===== src/rtl/rv_emu_retire_cmp.sv =====
// Lock-step retire comparator: buffers expected retire records from an emulation
// model and compares them field-by-field against the CPU's retire stream.
module rv_emu_retire_cmp #(
    parameter int DEPTH        = 4,
    parameter int TIMEOUT      = 1024,
    parameter bit STOP_ON_FAIL = 1'b1
) (
    input  logic         clk_in,
    input  logic         reset_in,
    input  logic         emu_valid,
    output logic         emu_ready,
    input  logic [109:0] emu_rec,
    input  logic [14:0]  emu_checks,
    input  logic         cpu_valid,
    output logic         cpu_ready,
    input  logic [109:0] cpu_rec,
    output logic         mis_valid,
    output logic [14:0]  mis_mask,
    output logic [31:0]  mis_pc,
    output logic         fail,
    output logic         timeout,
    output logic [31:0]  retired_cnt
);

    localparam int AW = $clog2(DEPTH);
    localparam int TW = $clog2(TIMEOUT + 1);

    // CHECKS bit positions, MSB-first order of emu_checks
    localparam int CHK_PC       = 14;
    localparam int CHK_GPR_WR   = 9;
    localparam int CHK_GPR_ADDR = 8;
    localparam int CHK_GPR_DATA = 7;
    localparam int CHK_CSR_WR   = 6;
    localparam int CHK_CSR_DATA = 5;
    localparam int CHK_EXC      = 2;
    localparam int CHK_MODE     = 0;

    typedef struct packed {
        logic [31:0] pc;
        logic        gpr_wr;
        logic [4:0]  gpr_addr;
        logic [31:0] gpr_data;
        logic        csr_wr;
        logic [31:0] csr_wr_data;
        logic        exc;
        logic [3:0]  cause;
        logic [1:0]  mode;
    } retire_rec_t;

    typedef enum logic [1:0] {
        ST_IDLE = 2'd0,
        ST_RUN  = 2'd1,
        ST_FAIL = 2'd2
    } state_t;

    logic [109:0] rec_mem [DEPTH];
    logic [14:0]  chk_mem [DEPTH];

    state_t        state_q, state_d;
    logic [AW-1:0] wr_ptr_q, wr_ptr_d;
    logic [AW-1:0] rd_ptr_q, rd_ptr_d;
    logic [AW:0]   count_q, count_d;
    logic [TW-1:0] to_cnt_q, to_cnt_d;
    logic          mis_valid_q, mis_valid_d;
    logic [14:0]   mis_mask_q, mis_mask_d;
    logic [31:0]   mis_pc_q, mis_pc_d;
    logic          fail_q, fail_d;
    logic          timeout_q, timeout_d;
    logic [31:0]   retired_q, retired_d;

    logic          full, empty, push, pop, to_hit;
    retire_rec_t   exp_rec, act_rec;
    logic [14:0]   chk_head, field_diff, mask_c;

    assign full      = (count_q == (AW+1)'(DEPTH));
    assign empty     = (count_q == '0);
    assign emu_ready = !full && (state_q != ST_FAIL);
    assign cpu_ready = (state_q == ST_RUN) && !empty;
    assign push      = emu_valid && emu_ready;
    assign pop       = cpu_valid && cpu_ready;

    assign exp_rec  = retire_rec_t'(rec_mem[rd_ptr_q]);
    assign act_rec  = retire_rec_t'(cpu_rec);
    assign chk_head = chk_mem[rd_ptr_q];

    // Fields without a comparable counterpart (register reads, events) stay 0 here.
    always_comb begin
        field_diff               = '0;
        field_diff[CHK_PC]       = (exp_rec.pc != act_rec.pc);
        field_diff[CHK_GPR_WR]   = (exp_rec.gpr_wr != act_rec.gpr_wr);
        field_diff[CHK_GPR_ADDR] = exp_rec.gpr_wr && (exp_rec.gpr_addr != act_rec.gpr_addr);
        field_diff[CHK_GPR_DATA] = exp_rec.gpr_wr && (exp_rec.gpr_data != act_rec.gpr_data);
        field_diff[CHK_CSR_WR]   = (exp_rec.csr_wr != act_rec.csr_wr);
        field_diff[CHK_CSR_DATA] = exp_rec.csr_wr && (exp_rec.csr_wr_data != act_rec.csr_wr_data);
        field_diff[CHK_EXC]      = (exp_rec.exc != act_rec.exc) ||
                                   (exp_rec.exc && (exp_rec.cause != act_rec.cause));
        field_diff[CHK_MODE]     = (exp_rec.mode != act_rec.mode);
        mask_c                   = chk_head & field_diff;
    end

    always_comb begin
        state_d     = state_q;
        wr_ptr_d    = wr_ptr_q;
        rd_ptr_d    = rd_ptr_q;
        count_d     = count_q;
        to_cnt_d    = to_cnt_q;
        mis_mask_d  = mis_mask_q;
        mis_pc_d    = mis_pc_q;
        retired_d   = retired_q;
        to_hit      = 1'b0;
        mis_valid_d = pop && (mask_c != '0);
        fail_d      = fail_q || mis_valid_d;

        if (push) wr_ptr_d = wr_ptr_q + 1'b1;
        if (pop) begin
            rd_ptr_d   = rd_ptr_q + 1'b1;
            retired_d  = retired_q + 32'd1;
            mis_mask_d = mask_c;
            mis_pc_d   = exp_rec.pc;
        end

        case ({push, pop})
            2'b10:   count_d = count_q + 1'b1;
            2'b01:   count_d = count_q - 1'b1;
            default: count_d = count_q;
        endcase

        if (pop || empty) begin
            to_cnt_d = '0;
        end else if (state_q == ST_RUN && to_cnt_q != TW'(TIMEOUT)) begin
            to_cnt_d = to_cnt_q + 1'b1;
            to_hit   = (to_cnt_d == TW'(TIMEOUT));
        end
        timeout_d = timeout_q || to_hit;

        case (state_q)
            ST_IDLE: if (push) state_d = ST_RUN;
            ST_RUN:  if (to_hit || (mis_valid_d && STOP_ON_FAIL)) state_d = ST_FAIL;
            default: state_d = ST_FAIL;
        endcase
    end

    // NOTE: sequential state uses non-blocking assignments so every register samples pre-edge values.
    always_ff @(posedge clk_in) begin
        if (reset_in) begin
            state_q     <= ST_IDLE;
            wr_ptr_q    <= '0;
            rd_ptr_q    <= '0;
            count_q     <= '0;
            to_cnt_q    <= '0;
            mis_valid_q <= 1'b0;
            mis_mask_q  <= '0;
            mis_pc_q    <= '0;
            fail_q      <= 1'b0;
            timeout_q   <= 1'b0;
            retired_q   <= '0;
        end else begin
            state_q     <= state_d;
            wr_ptr_q    <= wr_ptr_d;
            rd_ptr_q    <= rd_ptr_d;
            count_q     <= count_d;
            to_cnt_q    <= to_cnt_d;
            mis_valid_q <= mis_valid_d;
            mis_mask_q  <= mis_mask_d;
            mis_pc_q    <= mis_pc_d;
            fail_q      <= fail_d;
            timeout_q   <= timeout_d;
            retired_q   <= retired_d;
        end
    end

    // NOTE: storage is not reset; the pointers and count alone define which entries are valid.
    always_ff @(posedge clk_in) begin
        if (push) begin
            rec_mem[wr_ptr_q] <= emu_rec;
            chk_mem[wr_ptr_q] <= emu_checks;
        end
    end

    assign mis_valid   = mis_valid_q;
    assign mis_mask    = mis_mask_q;
    assign mis_pc      = mis_pc_q;
    assign fail        = fail_q;
    assign timeout     = timeout_q;
    assign retired_cnt = retired_q;

endmodule

===== config.mk =====
export PLATFORM = sky130hd
export DESIGN_NAME = rv_emu_retire_cmp
export DESIGN_NICKNAME = d
export VERILOG_FILES = /design/src/rtl/rv_emu_retire_cmp.sv
export SDC_FILE = /design/constraint.sdc
export NUM_CORES = 1
export LEC_CHECK = 0
export ABC_AREA = 1
export CAP_MARGIN = 20
export CORE_ASPECT_RATIO = 0.9
export CORE_MARGIN = 2
export CORE_UTILIZATION = 30
export CTS_CLUSTER_SIZE = 30
export DETAILED_ROUTE_END_ITERATION = 8
export GPL_ROUTABILITY_DRIVEN = 0
export GPL_TIMING_DRIVEN = 0
export MAX_ROUTING_LAYER = met4
export PLACE_DENSITY_LB_ADDON = 0.15
export RECOVER_POWER = 50
export SYNTH_ARGS = -nofsm -noshare
export SYNTH_HDL_FRONTEND = slang
export SYNTH_SLANG_ARGS = --single-unit

===== constraint.sdc =====
create_clock -name clk_in -period 21.1 [get_ports clk_in]
set_input_delay 4.22 -clock clk_in [delete_from_list [all_inputs] [get_ports clk_in]]
set_output_delay 4.22 -clock clk_in [all_outputs]
set_load 0.03 [all_outputs]

==> flow_metrics.env <==
export IMPL_status="finished with violations"
export IMPL_violations="max-capacitance violations, max-slew violations"
export IMPL_r2r_end="rec_mem[2][36]$_DFFE_PP_"
export IMPL_r2r_start="state_q[0]$_SDFFE_PP0P_"
export IMPL_dp_cells=3753
export IMPL_hold_viol=0
export IMPL_critPathArrivalTime_ps=7690
export IMPL_r2r_cells=7
export IMPL_hold_path_class="flip-flop to flip-flop"
export IMPL_synth_top_family_by_area="simple AND/OR/NAND/NOR gates"
export IMPL_synth_ff_type="edfxtp_1"
export IMPL_clkPwrFrac_pct=40.7
export IMPL_ys_warn_count=0
export IMPL_num_nets_final=3021
export IMPL_port_buffers=308
export IMPL_syn_area_sq_um=24100
export IMPL_p_seq_share_pct=47.4
export IMPL_ir_drop_uv=48.8
export IMPL_synth_compound_area_share_pct=3.99
export IMPL_gr_total_overflow=0
export IMPL_fin_setup_tns_ps=0
export IMPL_fillCellCount=7731
export IMPL_combPwrFrac_pct=12.0
export IMPL_htreeDepth=3
export IMPL_fin_skew_ps=21.5
export IMPL_wl_per_cell_um=19.2
export IMPL_synthCells=2369
export IMPL_clk_latency_ps=590
export IMPL_crit_path_start="emu_valid"
export IMPL_synthAdderAreaFrac_pct=0.550
export IMPL_pin_count=323
export IMPL_p_sw_share_pct=24.6
export IMPL_cts_tree="yes"
export IMPL_end_kind="flip-flop"
export IMPL_pre_cts_ws_ps=13500
export IMPL_cp_required_ps=21370
export IMPL_synth_cell_types=43
export IMPL_areaGrowthSynthToFinish_pct=28.7
export IMPL_clock_fmax_ghz=0.135
export IMPL_synth_edf_count=472
export IMPL_slew_headroom_pct=-26.8
export IMPL_critPathMaxFanout=23
export IMPL_whs_ps=481
export IMPL_ctsResizeCount=0
export IMPL_cap_viol_max_count=4
export IMPL_clk_pin_slew_worst_paths_ps=60
export IMPL_grt_max_degree=26
export IMPL_cts_sinks=569
export IMPL_instances_no_fill=3895
export IMPL_fp_dieW_um=303
export IMPL_drc=0
export IMPL_routed_wl_um=74700
export IMPL_seq_area_frac_synth_pct=66.9
export IMPL_synth_top_area_share_pct=58.8
export IMPL_async_flop_share_pct=0
export IMPL_finalPower_mw=2.77
export IMPL_core_area_sq_um=79500
export IMPL_fin_crit_sh_pct=35.1
export IMPL_synth_area_leaders="edfxtp_1 59%, nand2_1 13%, dfxtp_1 8.1%"
export IMPL_drt_iter0_drc=1209
export IMPL_post_dp_hpwl_um=52900
export IMPL_grt_usage_pct=18.5
export IMPL_rows=98
export IMPL_reg2reg_slack_ps=17110
export IMPL_clockBufferDepth=3
export IMPL_drive_gt1_share_pct=6.59
export IMPL_rsz0062_at_grt="no"
export IMPL_power_density_nw_per_um2=89.2
export IMPL_p_switching_mw=0.680
export IMPL_crit_type="primary input to flip-flop"
export IMPL_post_cts_setup_buffers=0
export IMPL_worstMarginPinSlew_ps=1900
export IMPL_setup_viol=0
export IMPL_die_y_um=273
export IMPL_leakage_nw=11.9
export IMPL_initial_core_util_pct=30.3
export IMPL_period_needed_ps=7420
export IMPL_cts_root_buf="clkbuf_16"
export IMPL_hold_buffers=0
export IMPL_synth_simple_gate_area_share_pct=23.4
export IMPL_p_int_mw=2.09
export IMPL_endpoint="rec_mem[2][36]$_DFFE_PP_"
export IMPL_drtAntennaViolNets=0
export IMPL_drv_slew=76
export IMPL_via_per_inst=4.62
export IMPL_synthMuxAreaShare_pct=0
export IMPL_synth_xor_area_share_pct=0.581
export IMPL_drtPass1Iterations=5
export IMPL_syn_area_per_cell_sq_um=10.2
export IMPL_vias=18002
export IMPL_grt_pass1_wl_um=109000
export IMPL_die_area_sq_um=82600
export IMPL_synth_largest_area_cell="edfxtp_1"
export IMPL_fin_ws_ps=13680
export IMPL_ys_ff_latch=569
export IMPL_antenna_found_initial=31
export IMPL_numCtsBuffers=67
export IMPL_grt_pass1_vias=17039
export IMPL_start_kind="primary input"
synthesized netlist by cell type, drive strengths merged (9+ instances only):
cell type,instances
nand3,330
nand2,846
ha,9
buf,82
nand4,9
edfxtp,472
o21ai,85
xor2,12
a21oi,76
dfxtp,97
nor2,104
nor3,13
inv,152
nand3b,23
clkbuf,21
flip-flops by register name (all words and copies together), names as in the netlist, named ones only:
signal       flops
chk_mem         32
count_q          3
fail             1
mis_mask         8
mis_pc          32
mis_valid        1
rd_ptr_q         2
rec_mem        440
retired_cnt     32
state_q          2
timeout          1
to_cnt_q        11
wr_ptr_q         2
cell families (layout without fill, tap and decap cells):
logic type	Yosys count	after routing
other	1	29
AOI/OAI and AO/OA	182	182
DFF	569	569
buffers and inverters	256	704
adders and majority gates	10	10
xor gates and xnor gates	16	16
and+or+nand+nor	1335	1335
worst max-delay path, cell delays in order:
cell and delay (ps):
dlygate4sd3_1 530, nand2_1 230, nor2_1 710, clkbuf_1 1420, buf_12 300, buf_12 210
worst min-delay path by stage:
stage | start | endpoint | slack, ps | depth (start not counted)
CTS | retired_cnt[26]$_SDFFE_PP0P_ | retired_cnt[26]$_SDFFE_PP0P_ | 490 | 2
detailed placement | timeout$_SDFF_PP0_ | timeout$_SDFF_PP0_ | 470 | 2
global route | fail$_SDFF_PP0_ | fail$_SDFF_PP0_ | 520 | 2
floorplan | rd_ptr_q[1]$_SDFFE_PP0P_ | flip-flop | 460 | 1
finish | timeout$_SDFF_PP0_ | timeout$_SDFF_PP0_ | 480 | 2
global placement | timeout$_SDFF_PP0_ | timeout$_SDFF_PP0_ | 470 | 2
routing by layer:
metal  track usage (%)  vias to the layer above  wire length, um
li1                  -                     8882                -
met1              23.9                     8545            32700
met2              29.2                      468            35400
met3              4.29                      107             5180
met4              4.89                        0             1440
met5                 -                        -                0
cell usage in the layout, fill, tap and decap left out, drive strengths merged, types with 5 or more instances in the layout:
cell and n:
a21oi 76, buf 100, bufinv 5, clkbuf 114, clkdlybuf4s50 187, clkinv 23, conb 7, dfxtp 97
diode 22, dlygate4sd3 121, edfxtp 472, ha 9, inv 154, nand2 846, nand3 330, nand3b 23
nand4 9, nor2 104, nor3 13, o21ai 85, o22ai 7, xor2 12
power groups by stage:
| stage | registers (mW) | clock network, mW | logic, mW |
|---|---|---|---|
| 6_report | 1.31 | 1.12 | 0.331 |
| 5_1_grt | 1.32 | 1.20 | 0.370 |
| 4_1_cts | 1.31 | 1.16 | 0.346 |
| 3_5_place_dp | 1.33 | 0 | 0.344 |
| 3_3_place_gp | 1.36 | 0 | 0.322 |
| 2_1_floorplan | 1.35 | 0 | 0.167 |
area by class of cell:
class                   instances  area [sq um]  share of cell area (%)
plain buffers                 103           536                    1.73
inverters                     153           574                    1.85
flip-flops and latches        569         16100                    52.0
diodes                         22          55.1                   0.177
multi-input cells            1550          6860                    22.1
clock buffers                  91          1850                    5.97
well taps                    1050          1310                    4.24
clock inverters                29           256                   0.827
repair buffers                328          3450                    11.1
stage by stage:
stage,area (sq um),utilization [%]
2_1_floorplan,24100,-
6_report,31000,39.0
5_1_grt,31000,39.0
3_5_place_dp,29000,36.4
4_1_cts,31100,39.1
3_3_place_gp,28500,35.9
No activity file was read; power rests on OpenSTA's default activity.
